`src/rtl/seg7_pkg.sv`:
```
// seg7_pkg: segment patterns (active low, g..a), special codes and reader FSM states
package seg7_pkg;
  localparam logic [6:0] SEG7_PAT_0 = 7'h40;
  localparam logic [6:0] SEG7_PAT_1 = 7'h79;
  localparam logic [6:0] SEG7_PAT_2 = 7'h24;
  localparam logic [6:0] SEG7_PAT_3 = 7'h30;
  localparam logic [6:0] SEG7_PAT_4 = 7'h19;
  localparam logic [6:0] SEG7_PAT_5 = 7'h12;
  localparam logic [6:0] SEG7_PAT_6 = 7'h02;
  localparam logic [6:0] SEG7_PAT_7 = 7'h78;
  localparam logic [6:0] SEG7_PAT_8 = 7'h00;
  localparam logic [6:0] SEG7_PAT_9 = 7'h10;
  localparam logic [6:0] SEG7_PAT_A = 7'h3F;
  localparam logic [6:0] SEG7_PAT_B = 7'h7F;
  localparam logic [6:0] SEG7_PAT_C = 7'h46;
  localparam logic [6:0] SEG7_PAT_D = 7'h21;
  localparam logic [6:0] SEG7_PAT_E = 7'h06;
  localparam logic [6:0] SEG7_PAT_F = 7'h0E;
  localparam logic [3:0] SEG7_CODE_DASH = 4'hA;
  localparam logic [3:0] SEG7_CODE_BLANK = 4'hB;
  typedef enum logic [1:0] {IDLE, SETTLE, HOLD} seg7_state_t;
endpackage

```
`src/rtl/seg7_pattern_lookup.sv`:
```
// seg7_pattern_lookup: inverse segment map, seg[6:0] (active low) -> {valid, code}
//   seg   in  7  segment pattern g..a, active low
//   valid out 1  pattern is one of the 16 known glyphs
//   code  out 4  recovered code (0 when invalid)
module seg7_pattern_lookup
  import seg7_pkg::*;
(
  input  logic [6:0] seg,
  output logic       valid,
  output logic [3:0] code
);
  always_comb begin
    valid = 1'b1;
    code = 4'h0;
    case (seg)
      SEG7_PAT_0: code = 4'h0;
      SEG7_PAT_1: code = 4'h1;
      SEG7_PAT_2: code = 4'h2;
      SEG7_PAT_3: code = 4'h3;
      SEG7_PAT_4: code = 4'h4;
      SEG7_PAT_5: code = 4'h5;
      SEG7_PAT_6: code = 4'h6;
      SEG7_PAT_7: code = 4'h7;
      SEG7_PAT_8: code = 4'h8;
      SEG7_PAT_9: code = 4'h9;
      SEG7_PAT_A: code = SEG7_CODE_DASH;
      SEG7_PAT_B: code = SEG7_CODE_BLANK;
      SEG7_PAT_C: code = 4'hC;
      SEG7_PAT_D: code = 4'hD;
      SEG7_PAT_E: code = 4'hE;
      SEG7_PAT_F: code = 4'hF;
      default: valid = 1'b0;
    endcase
  end
endmodule

```
`src/rtl/seg7_scan_reader.sv`:
```
// seg7_scan_reader: recovers per-digit codes from a scanned active-low 7-segment bus
//   clk, rst     clock, synchronous active-high reset
//   seg_in       segment bus, active low, [7]=dp, [6:0]=g..a
//   dig_sel      active-low one-hot digit select
//   digit_val    recovered codes, digit i at [4i+3:4i]
//   digit_ok     digit i holds a valid code
//   frame_valid  one-cycle pulse once every digit has been captured
//   pat_err      sticky unrecognised-pattern flag
//   digit_dp     decimal point per digit (only when SEG7_DP_CAPTURE_EN is defined)
module seg7_scan_reader
  import seg7_pkg::*;
#(
  parameter int NUM_DIGITS = 8,
  parameter int SETTLE_CYC = 4
) (
  input  logic                    clk,
  input  logic                    rst,
  input  logic [7:0]              seg_in,
  input  logic [NUM_DIGITS-1:0]   dig_sel,
  output logic [4*NUM_DIGITS-1:0] digit_val,
  output logic [NUM_DIGITS-1:0]   digit_ok,
  output logic                    frame_valid,
  output logic                    pat_err
`ifdef SEG7_DP_CAPTURE_EN
  ,
  output logic [NUM_DIGITS-1:0]   digit_dp
`endif
);
  localparam int IW = NUM_DIGITS > 1 ? $clog2(NUM_DIGITS) : 1;
  localparam int CW = $clog2(SETTLE_CYC + 1);
  localparam int LW = NUM_DIGITS + 8;
  seg7_state_t state, state_n;
  logic [CW-1:0] cnt, cnt_n;
  logic [LW-1:0] lat, cur;
  logic [7:0] seg_cmp;
  logic sel_ok, same, cap, lk_valid;
  logic [3:0] lk_code;
  logic [IW-1:0] idx;
  logic [NUM_DIGITS-1:0] seen;
`ifdef SEG7_DP_CAPTURE_EN
  assign seg_cmp = seg_in;
`else
  // dp bit is masked out so it cannot disturb the stability compare
  logic unused_dp;
  assign unused_dp = seg_in[7];
  assign seg_cmp = {1'b0, seg_in[6:0]};
`endif
  assign cur = {dig_sel, seg_cmp};
  assign sel_ok = $countones(~dig_sel) == 1;
  assign same = cur == lat;
  seg7_pattern_lookup u_lookup (
    .seg(seg_in[6:0]),
    .valid(lk_valid),
    .code(lk_code)
  );
  always_comb begin
    idx = '0;
    for (int i = 0; i < NUM_DIGITS; i++) if (!dig_sel[i]) idx = IW'(i);
  end
  // any new valid value restarts the count at 1, so SETTLE_CYC=1 captures immediately
  always_comb begin
    state_n = IDLE;
    cnt_n = '0;
    cap = 1'b0;
    if (sel_ok && state == HOLD && same) begin
      state_n = HOLD;
      cnt_n = cnt;
    end else if (sel_ok) begin
      cnt_n = (state == SETTLE && same) ? cnt + 1'b1 : CW'(1);
      cap = cnt_n == CW'(SETTLE_CYC);
      state_n = cap ? HOLD : SETTLE;
    end
  end
  always_ff @(posedge clk) begin
    if (rst) begin
      state <= IDLE;
      cnt <= '0;
      lat <= '0;
      seen <= '0;
      frame_valid <= 1'b0;
      pat_err <= 1'b0;
      digit_val <= '0;
      digit_ok <= '0;
`ifdef SEG7_DP_CAPTURE_EN
      digit_dp <= '0;
`endif
    end else begin
      state <= state_n;
      cnt <= cnt_n;
      lat <= sel_ok ? cur : lat;
      // a full mask pulses frame_valid and restarts, keeping any capture on this edge
      frame_valid <= &seen;
      seen <= (&seen ? '0 : seen) | (cap ? ~dig_sel : '0);
      if (cap) begin
        digit_ok[idx] <= lk_valid;
        pat_err <= pat_err | ~lk_valid;
        if (lk_valid) digit_val[idx*4 +: 4] <= lk_code;
`ifdef SEG7_DP_CAPTURE_EN
        digit_dp[idx] <= ~seg_in[7];
`endif
      end
    end
  end
endmodule

```
`config.mk`:
```
export PLATFORM = sky130hd
export DESIGN_NAME = seg7_scan_reader
export DESIGN_NICKNAME = d
export VERILOG_FILES = /design/src/rtl/seg7_pkg.sv /design/src/rtl/seg7_pattern_lookup.sv /design/src/rtl/seg7_scan_reader.sv
export SDC_FILE = /design/constraint.sdc
export NUM_CORES = 1
export LEC_CHECK = 0
export BUFFER_PORTS_ARGS = -buffer_cell sky130_fd_sc_hd__buf_4
export CAP_MARGIN = 10
export CORE_MARGIN = 1.5
export CORE_UTILIZATION = 40
export CTS_BUF_LIST = sky130_fd_sc_hd__clkbuf_2
export DETAILED_ROUTE_END_ITERATION = 10
export SYNTH_ARGS = -nofsm -noshare
export SYNTH_HDL_FRONTEND = slang
export SYNTH_SLANG_ARGS = --single-unit
```
`constraint.sdc`:
```
create_clock -name clk -period 6.1 [get_ports clk]
set_input_delay 0.915 -clock clk [delete_from_list [all_inputs] [get_ports clk]]
set_output_delay 0.915 -clock clk [all_outputs]
set_load 0.01 [all_outputs]
```
==> results of run 1 <==
==> registers in the layout (all words and copies together) (netlist names) <==
| signal | flops |
|---|---|
| digit_val | 32 |
| lat | 15 |
| digit_ok | 8 |
| seen | 8 |
| cnt | 3 |
| state | 2 |
| frame_valid | 1 |
| pat_err | 1 |
==> routing by layer <==
metal / wire length, µm / vias up / GRT usage, %
met4: 124 / 0 / 6.501
li1: - / 1593 / -
met2: 4004 / 73 / 29.28
met5: 0 / - / 0
met3: 342 / 12 / 4.043
met1: 4274 / 1508 / 25.94
==> cell type report <==
cell class                 count  area, µm²  share of cell area [%]
multi-input combinational    308       2100                   48.89
timing repair buffer          61      457.9                   10.66
tap                          108      135.1                   3.147
sequential                    70       1401                   32.63
inverter                      15      56.30                   1.311
clock inverter                 7      98.84                   2.302
clock buffer                   9      45.04                   1.049
==> Yosys cell counts, drive strengths merged (6+ instances only) <==
library cell,count
a21oi,17
a22oi,8
buf,14
clkbuf,14
dfxtp,70
ha,6
inv,15
mux2i,41
nand2,45
nand3,15
nand4,8
nor2,41
nor2b,7
nor3,7
nor4,12
o21ai,17
xnor2,6
xor2,13
==> report_power, final <==
group / switching [mW] / internal, mW
combinational: 0.121 / 0.0869
clock: 0.175 / 0.137
sequential: 0.0125 / 0.478
==> worst register-to-register path, cell delays in order, from the launching register on <==
cell	delay, ns
dfxtp_1	0.40
ha_1	0.21
xor2_1	0.15
and4b_1	0.35
nand4_2	0.19
or4_1	0.64
or3_4	0.41
a31o_1	0.22
==> logic make-up (layout without fill, tap and decap cells) <==
logic type | count (synthesis) | after routing
simple gates | 175 | 175
flops | 70 | 70
compound gates | 63 | 63
buf+inv | 43 | 92
mux | 41 | 41
xor+xnor | 19 | 19
fa+ha+maj | 10 | 10
==> path summary, 6_finish.rpt <==
check / end / slack [ns] / cells after the start
max: digit_val[3] / 1.23 / 15
max reg2reg: digit_val[3] / 3.48 / 7
min: digit_val[5] / 0.47 / 2
min reg2reg: digit_val[5] / 0.47 / 2
==> metrics by stage <==
| stage | cell area, µm² | utilization [%] |
|---|---|---|
| after floorplan | 3692 | - |
| after global placement | 4150 | 46.90 |
| after detailed placement | 4150 | 46.90 |
| after CTS | 4294 | 48.53 |
| after global routing | 4294 | 48.53 |
| final | 4294 | 48.53 |
==> layout by cell type, fill, tap and decap left out, types with 3 or more instances in the layout <==
master / n
clkinv_4: 3
o21ai_0: 17
or4_1: 4
xor2_1: 13
and2_1: 3
nor4b_1: 4
xnor2_1: 6
mux2i_1: 41
a21oi_1: 17
nor4_1: 9
a2bb2oi_1: 3
inv_1: 15
fa_1: 4
buf_4: 61
nor2b_1: 7
nor3_1: 6
nor2_1: 41
dfxtp_1: 70
or4b_1: 3
and4b_1: 3
nor3b_1: 4
nand4_1: 7
a31o_1: 3
nand3_1: 15
or3_1: 3
a31oi_1: 3
and3_1: 3
and4_1: 4
a22oi_1: 8
clkbuf_2: 9
nand2_1: 45
nand2b_1: 4
ha_1: 6
==> flow_summary.ini, run 1 <==
[die]
pin_count = 60
core_um2 = 8848
rows = 34
die_area_um2 = 9816
die-width_um = 99.08
die_y_um = 99.08
start_util_pct = 41.73

[cts]
clk_path_buf_depth = 2
clock_sinks = 70
cts_resized = 0
cts_setup_buffers = 0
clock_latency_ns = 0.53
cts_buffers = 9
htreeDepth = 3
clkTransAtPathRegs_ns = 0.19
ctsHoldBuffers = 0
cts_root_buf = clkbuf_2
cts_tree = done

[timing]
final.setup.tns_ns = 0
relSlewSlack_pct = 38.88
post-route-period-util_pct = 79.78
rsz0062_at_grt = false
holdWs_ns = 0.4727
finalClockSkew_ns = 0.03324
hold_viol_final = 0
max_freq_ghz = 0.2055
tightestPinTransition_ns = 0.9050
slew_viol_final = 0
finalWorstSetupSlack_ns = 1.233
period_needed_ns = 4.867
report.final.setup_viol = 0

[global_routing]
grtUsageTotal_pct = 18.83
grt_max_degree = 45
overflow = 0
grt_pass1_vias = 2929
antenna_found_initial = 0
grt_pass1_wl_um = 14750

[critical_path]
timing.critical_path.arrival_ns = 5.30
crit_chain = buf_4 -> fa_1 -> inv_1 -> fa_1 -> fa_1 -> ha_1 -> inv_1 -> fa_1 -> a211o_1 -> o2bb2ai_2 -> buf_4 -> nand4_2 -> or4_1 -> or3_4 -> a31o_1
worstPathRequired_ns = 6.54
critPathSlowestCell = or4_1
path_common_cell = fa_1
r2r_start = cnt[0]
path_max_fanout = 10
cp_slowest_stage_delay_ns = 0.64
start_kind = primary input
cp_top_family = adder cells
cp_num_buf_inv = 4
cp-startpoint = dig_sel[0]
end_kind = register
path_class = primary input to register

[placed_design]
io_buffers = 58
dpl.cell_count = 562
globalplace.congestion = 0.8733
dp_slack_ns = 0.7076
dp_hpwl_um = 6410

[logic_synthesis]
synth.area.top_cells = dfxtp_1 (38%), mux2i_1 (11%), nand2_1 (4.6%)
synth_fa_ha_area_share_pct = 4.202
synth_edf_count = 0
yosys.area_share.simple_pct = 25.96
ys_seq_elements = 70
synth.avg_cell_area_um2 = 8.770
synthFlopType = dfxtp_1
synth_largest_area_cell = dfxtp_1
synth_nets = 449
async_reset_ff_share_pct = 0
synth.area.mux_share_pct = 11.11
synth_xor_area_share_pct = 4.507
synth_top_area_share_pct = 37.95
syn_area_um2 = 3692
synth_cell_type_count = 50
synth_top_family_by_area = simple AND/OR/NAND/NOR gates
synthCells = 421
synth_compound_area_share_pct = 10.91
ys_warn_count = 0
ys_seq_area_share_pct = 37.95

[routing]
dr.pass1.iters = 4
avgRoutedWirePerCell_um = 15.13
via_per_inst = 5.512
drt-initial-drc-count = 166
drt_wl_total_um = 8746
num_vias = 3186
route.detailed.drc = 0
ant_nets = 0

[power_and_ir_drop]
powerDensity_nw_per_um2 = 235.4
max-vdd-ir-drop_uv = 149.1
leakagePower_nw = 1.718
total_power_mw = 1.011

[cells_and_area]
nFillCells = 875
syn2layout_area_growth_pct = 16.30
n_antenna_cell = 0
instances_no_fill = 578
drive_above_1_share_pct = 18.51
nets = 493

[worst_hold_path]
hp-class = register to register
worstHoldStart = digit_val[5]

[job]
maxCapViolCount = 0

[run_status]
status = completed
(Power assumes the default switching activity.)
==> run 2: changes to the inputs <==
clock period = 4.6 ns   (was 6.1 ns; I/O delays follow)
==> run 2 against run 1 <==
  * Cell count up 2.9%
  * Worst setup slack lost 0.79 ns
  * Flip-flop and latch count did not move
  * Register-to-register slack got worse by 1.3 ns
  * Sequential power is 33% higher
  * Core utilization rose by 1.5 points
  * Highest routed layer unchanged
==> flow_summary.ini, run 2 (same netlist as run 1, synthesis figures left out) <==
[cells_and_area]
layout_common_cells = buf_4 (78), dfxtp_1 (70), nand2_1 (45), nor2_1 (41), mux2i_1 (41)
top_register = digit_val
top_regs = digit_val x32, lat x15
nets = 510
layout_commonest_cell = buf_4
syn2layout_area_growth_pct = 19.99
finalCoreUtilization_pct = 50.07
instances_no_fill = 595
drive_above_1_share_pct = 21.77
largest_reg_flops = 32
n_antenna_cell = 0
design_area_um2 = 4431

[placed_design]
dp_slack_ns = -0.1074
dpl.cell_count = 579
globalplace.congestion = 0.7735
io_buffers = 58
dp_hpwl_um = 6398
placed_area_um2 = 4283

[job]
maxCapViolCount = 0

[global_routing]
grtUsageTotal_pct = 18.11
grt_max_degree = 45
antenna_found_initial = 0
grt_pass1_wl_um = 14210
grt_pass1_vias = 2906
overflow = 0

[power_and_ir_drop]
powerDensity_nw_per_um2 = 309.5
total_power_mw = 1.371
leakagePower_nw = 1.802
max-vdd-ir-drop_uv = 144.5

[die]
rows = 34
die_y_um = 99.08
start_util_pct = 41.73
core_um2 = 8848
pin_count = 60
die_area_um2 = 9816
die-width_um = 99.08

[routing]
dr.pass1.iters = 4
num_vias = 3217
drt-initial-drc-count = 131
avgRoutedWirePerCell_um = 14.67
via_per_inst = 5.407
route.detailed.drc = 0
ant_nets = 0
drt_wl_total_um = 8729

[cts]
clk_path_buf_depth = 2
cts_resized = 0
clock_latency_ns = 0.54
htreeDepth = 3
clock_sinks = 70
ctsHoldBuffers = 0
clkTransAtPathRegs_ns = 0.19
cts_tree = done
cts_root_buf = clkbuf_2
cts_buffers = 9
cts_setup_buffers = 0

[timing]
hold_viol_final = 0
report.final.setup_viol = 0
period_needed_ns = 4.160
tightestPinTransition_ns = 0.8825
finalWorstSetupSlack_ns = 0.4403
rsz0062_at_grt = false
finalClockSkew_ns = 0.03930
final.setup.tns_ns = 0
max_freq_ghz = 0.2404
holdWs_ns = 0.4702
post-route-period-util_pct = 90.43
relSlewSlack_pct = 40.40
slew_viol_final = 0

[critical_path]
cp_slowest_stage_delay_ns = 0.52
path_max_fanout = 4
critPathSlowestCell = fa_1
cp_top_family = adder cells
start_kind = primary input
r2r_setup_slack_ns = 2.14
worstPathRequired_ns = 5.03
end_kind = register
crit_chain = buf_4 -> fa_1 -> inv_1 -> fa_1 -> fa_1 -> ha_2 -> inv_1 -> fa_2 -> and2_1 -> o2bb2ai_2 -> nand4_2 -> or4_1 -> or3_4 -> a31o_1
path_class = primary input to register
timing.critical_path.arrival_ns = 4.59
path_common_cell = fa_1
cp_num_buf_inv = 3

[worst_hold_path]
hp-class = register to register

[run_status]
status = completed
## run 2: worst reg2reg max path, cell delays in order, from the launching register on
cell	delay [ns]
dfxtp_1	0.36
xor2_1	0.15
nor4_2	0.47
nand2_1	0.21
or4_1	0.59
or3_4	0.38
a31o_1	0.23
## run 2: area by class of cell
| type | count | area (µm²) |
|---|---|---|
| well taps | 108 | 135.1 |
| fillers | 859 | 4418 |
| inverters | 15 | 56.30 |
| multi-input cells | 308 | 2105 |
| clock inverters | 7 | 102.6 |
| clock buffers | 9 | 45.04 |
| flip-flops and latches | 70 | 1401 |
| repair buffers | 78 | 585.6 |
## run 2: report_power, final
part	leakage [nW]	switching (mW)	internal, mW
sequential	0.565	0.0165	0.635
combinational	1.15	0.160	0.124
clock	0.0839	0.248	0.188
## run 2: worst paths after layout
check	start	cells past startpoint	endpoint
worst min-delay path	digit_val[5]	2	digit_val[5]
worst max-delay path	dig_sel[0]	14	digit_val[1]
worst min register to register	digit_val[5]	2	digit_val[5]
worst max register to register	lat[12]	6	digit_val[1]
## run 2: routing by layer
| layer | GRT usage (%) | share of wire (%) |
|---|---|---|
| met3 | 2.979 | 3.1 |
| met4 | 6.717 | 1.5 |
| met5 | 0 | 0 |
| met1 | 25.09 | 50 |
| met2 | 28.44 | 45 |
==> run 3: changes to the inputs <==
ABC_AREA = 1   (was unset)
BUFFER_PORTS_ARGS = unset   (was -buffer_cell sky130_fd_sc_hd__buf_4)
DONT_BUFFER_PORTS = 1   (was unset)
==> run 3 against run 2 <==
  * Clock-buffer cell count grew 1
  * Flip-flop and latch count unchanged
  * First-iteration DRC count increased by 28%
  * Global-route usage is 1.4 points higher
  * Worst setup slack improved by 0.43 ns
  * Synthesized cell count increased by 56%
  * Total power down 1.5%
==> flow_summary.ini, run 3 <==
[run_status]
status = completed

[critical_path]
timing.critical_path.arrival_ns = 4.17
end_kind = register
path_class = primary input to register
start_kind = primary input
worstPathRequired_ns = 5.05
cp-startpoint = dig_sel[0]
r2r_setup_slack_ns = 2.53
cp-endpoint = digit_val[21]
path_max_fanout = 6
r2r_start = cnt[0]
rr_worst_depth = 10
worst_r2r_endpoint = digit_val[27]

[cells_and_area]
drive_above_1_share_pct = 9.091
regArea_um2 = 1401
layout_commonest_cell = nand2_1
nets = 683
top_regs = digit_val x32, lat x15
instances_no_fill = 793
multi_input_area_um2 = 2182
finalCoreUtilization_pct = 43.97
largest_reg_flops = 32
syn2layout_area_growth_pct = 6.185
nFillCells = 1108
top_register = digit_val
layout_common_cells = nand2_1 (182), nor2_1 (125), inv_1 (87), dfxtp_1 (70)
n_antenna_cell = 0

[logic_synthesis]
syn_area_um2 = 4066
synth.area.top_cells = dfxtp_1 (34%), nand2_1 (17%), nor2_1 (12%)
synth_edf_count = 0
synth_cell_type_count = 35
synthCells = 655
synthTopCellsByCount = nand2_1 (182), nor2_1 (125), inv_1 (87), dfxtp_1 (70)
synth.avg_cell_area_um2 = 6.208
async_reset_ff_share_pct = 0
synth_largest_area_cell = dfxtp_1
ys_seq_elements = 70
ys_seq_area_share_pct = 34.46
synth.most_common_cell = nand2_1
ys_warn_count = 0
synthFlopType = dfxtp_1
synth_nets = 683
synth_top_area_share_pct = 34.46

[placed_design]
dpl.cell_count = 777
io_buffers = 0
globalplace.congestion = 0.8938
dp_hpwl_um = 7457

[die]
rows = 36
die-width_um = 103.8
pin_count = 60
die_area_um2 = 10780
core_um2 = 9819
die_y_um = 103.8
start_util_pct = 41.41

[timing]
report.final.setup_viol = 0
final.setup.tns_ns = 0
rsz0062_at_grt = false
tightestPinTransition_ns = 0.6659
period_needed_ns = 3.728
max_freq_ghz = 0.2683
finalClockSkew_ns = 0.03385
hold_viol_final = 0
relSlewSlack_pct = 55.56
holdWs_ns = 0.1833
slew_viol_final = 0
post-route-period-util_pct = 81.04

[worst_hold_path]
hp-class = primary input to register

[cts]
clkTransAtPathRegs_ns = 0.22
clock_latency_ns = 0.54
clock_sinks = 70
htreeDepth = 3
clk_path_buf_depth = 2
cts_tree = done
cts_buffers = 9
cts_resized = 0
cts_root_buf = clkbuf_2
ctsHoldBuffers = 0
cts_setup_buffers = 0

[routing]
drt_wl_total_um = 9768
num_vias = 3782
ant_nets = 0
drt-initial-drc-count = 168
dr.pass1.iters = 4
route.detailed.drc = 0
avgRoutedWirePerCell_um = 12.32
via_per_inst = 4.769

[power_and_ir_drop]
total_power_mw = 1.351
powerDensity_nw_per_um2 = 312.8
leakagePower_nw = 2.101
max-vdd-ir-drop_uv = 120.7

[global_routing]
grt_pass1_wl_um = 17170
grt_max_degree = 30
antenna_found_initial = 0
overflow = 0
grtUsageTotal_pct = 19.51
grt_pass1_vias = 3631

[job]
maxCapViolCount = 0
run 3: worst max-delay path, stage by stage:
cell     delay [ns]
fa_1           0.52
inv_1          0.05
fa_1           0.45
fa_1           0.50
ha_1           0.17
inv_1          0.05
fa_1           0.47
nand2_1        0.05
a21oi_1        0.11
nand2_1        0.09
inv_1          0.08
nand2_1        0.12
inv_1          0.13
nand3_2        0.16
nor2_2         0.29
nand3_1        0.12
nand2_1        0.08
nor2_1         0.05
run 3: worst min-delay path by stage:
| stage | end | slack, ns | cells after the start | startpoint |
|---|---|---|---|---|
| floorplan | lat[2] | 0.44 | 2 | lat[2] |
| global placement | seen[5] | 0.45 | 2 | seen[5] |
| detailed placement | seen[3] | 0.45 | 2 | seen[3] |
| global route | seen[6] | 0.11 | 1 | rst |
| finish | seen[7] | 0.18 | 1 | rst |
| CTS | digit_val[3] | 0.14 | 1 | rst |
run 3: where the power goes:
part,total (mW),internal (mW),switching [mW]
sequential,0.682,0.654,0.0282
combinational,0.309,0.107,0.202
clock,0.360,0.125,0.235
run 3: kinds of logic after synthesis:
family                   synth area share (%)
AND/OR/NAND/NOR                         40.74
buffers and inverters                   11.88
flip-flops                              34.46
AO/OA/AOI/OAI                           7.600
adder cells (fa/ha/maj)                 3.815
XOR/XNOR                                1.508
run 3: area by class of cell:
type	count	area share (%)
Multi-Input combinational cell	460	50.54
Clock inverter	6	1.449
Tap cell	133	3.854
Clock buffer	10	1.159
Inverter	110	9.562
Timing Repair Buffer	4	0.9852
Sequential cell	70	32.45
run 3: routing by layer:
metal  GRT usage (%)  wire [µm]  up-vias
met5               0          0        -
met4           8.333        195        0
met3           5.538        582       19
met2           30.79       4299       72
met1           24.86       4691     1668
li1                -          -     2023
run 3: stage by stage:
step	setup slack (ns)	cell area, µm²
floorplan	0.4404	4066
global placement	0.3399	4205
detailed placement	0.3364	4205
CTS	0.9130	4318
global route	0.6332	4318
finish	0.8724	4318
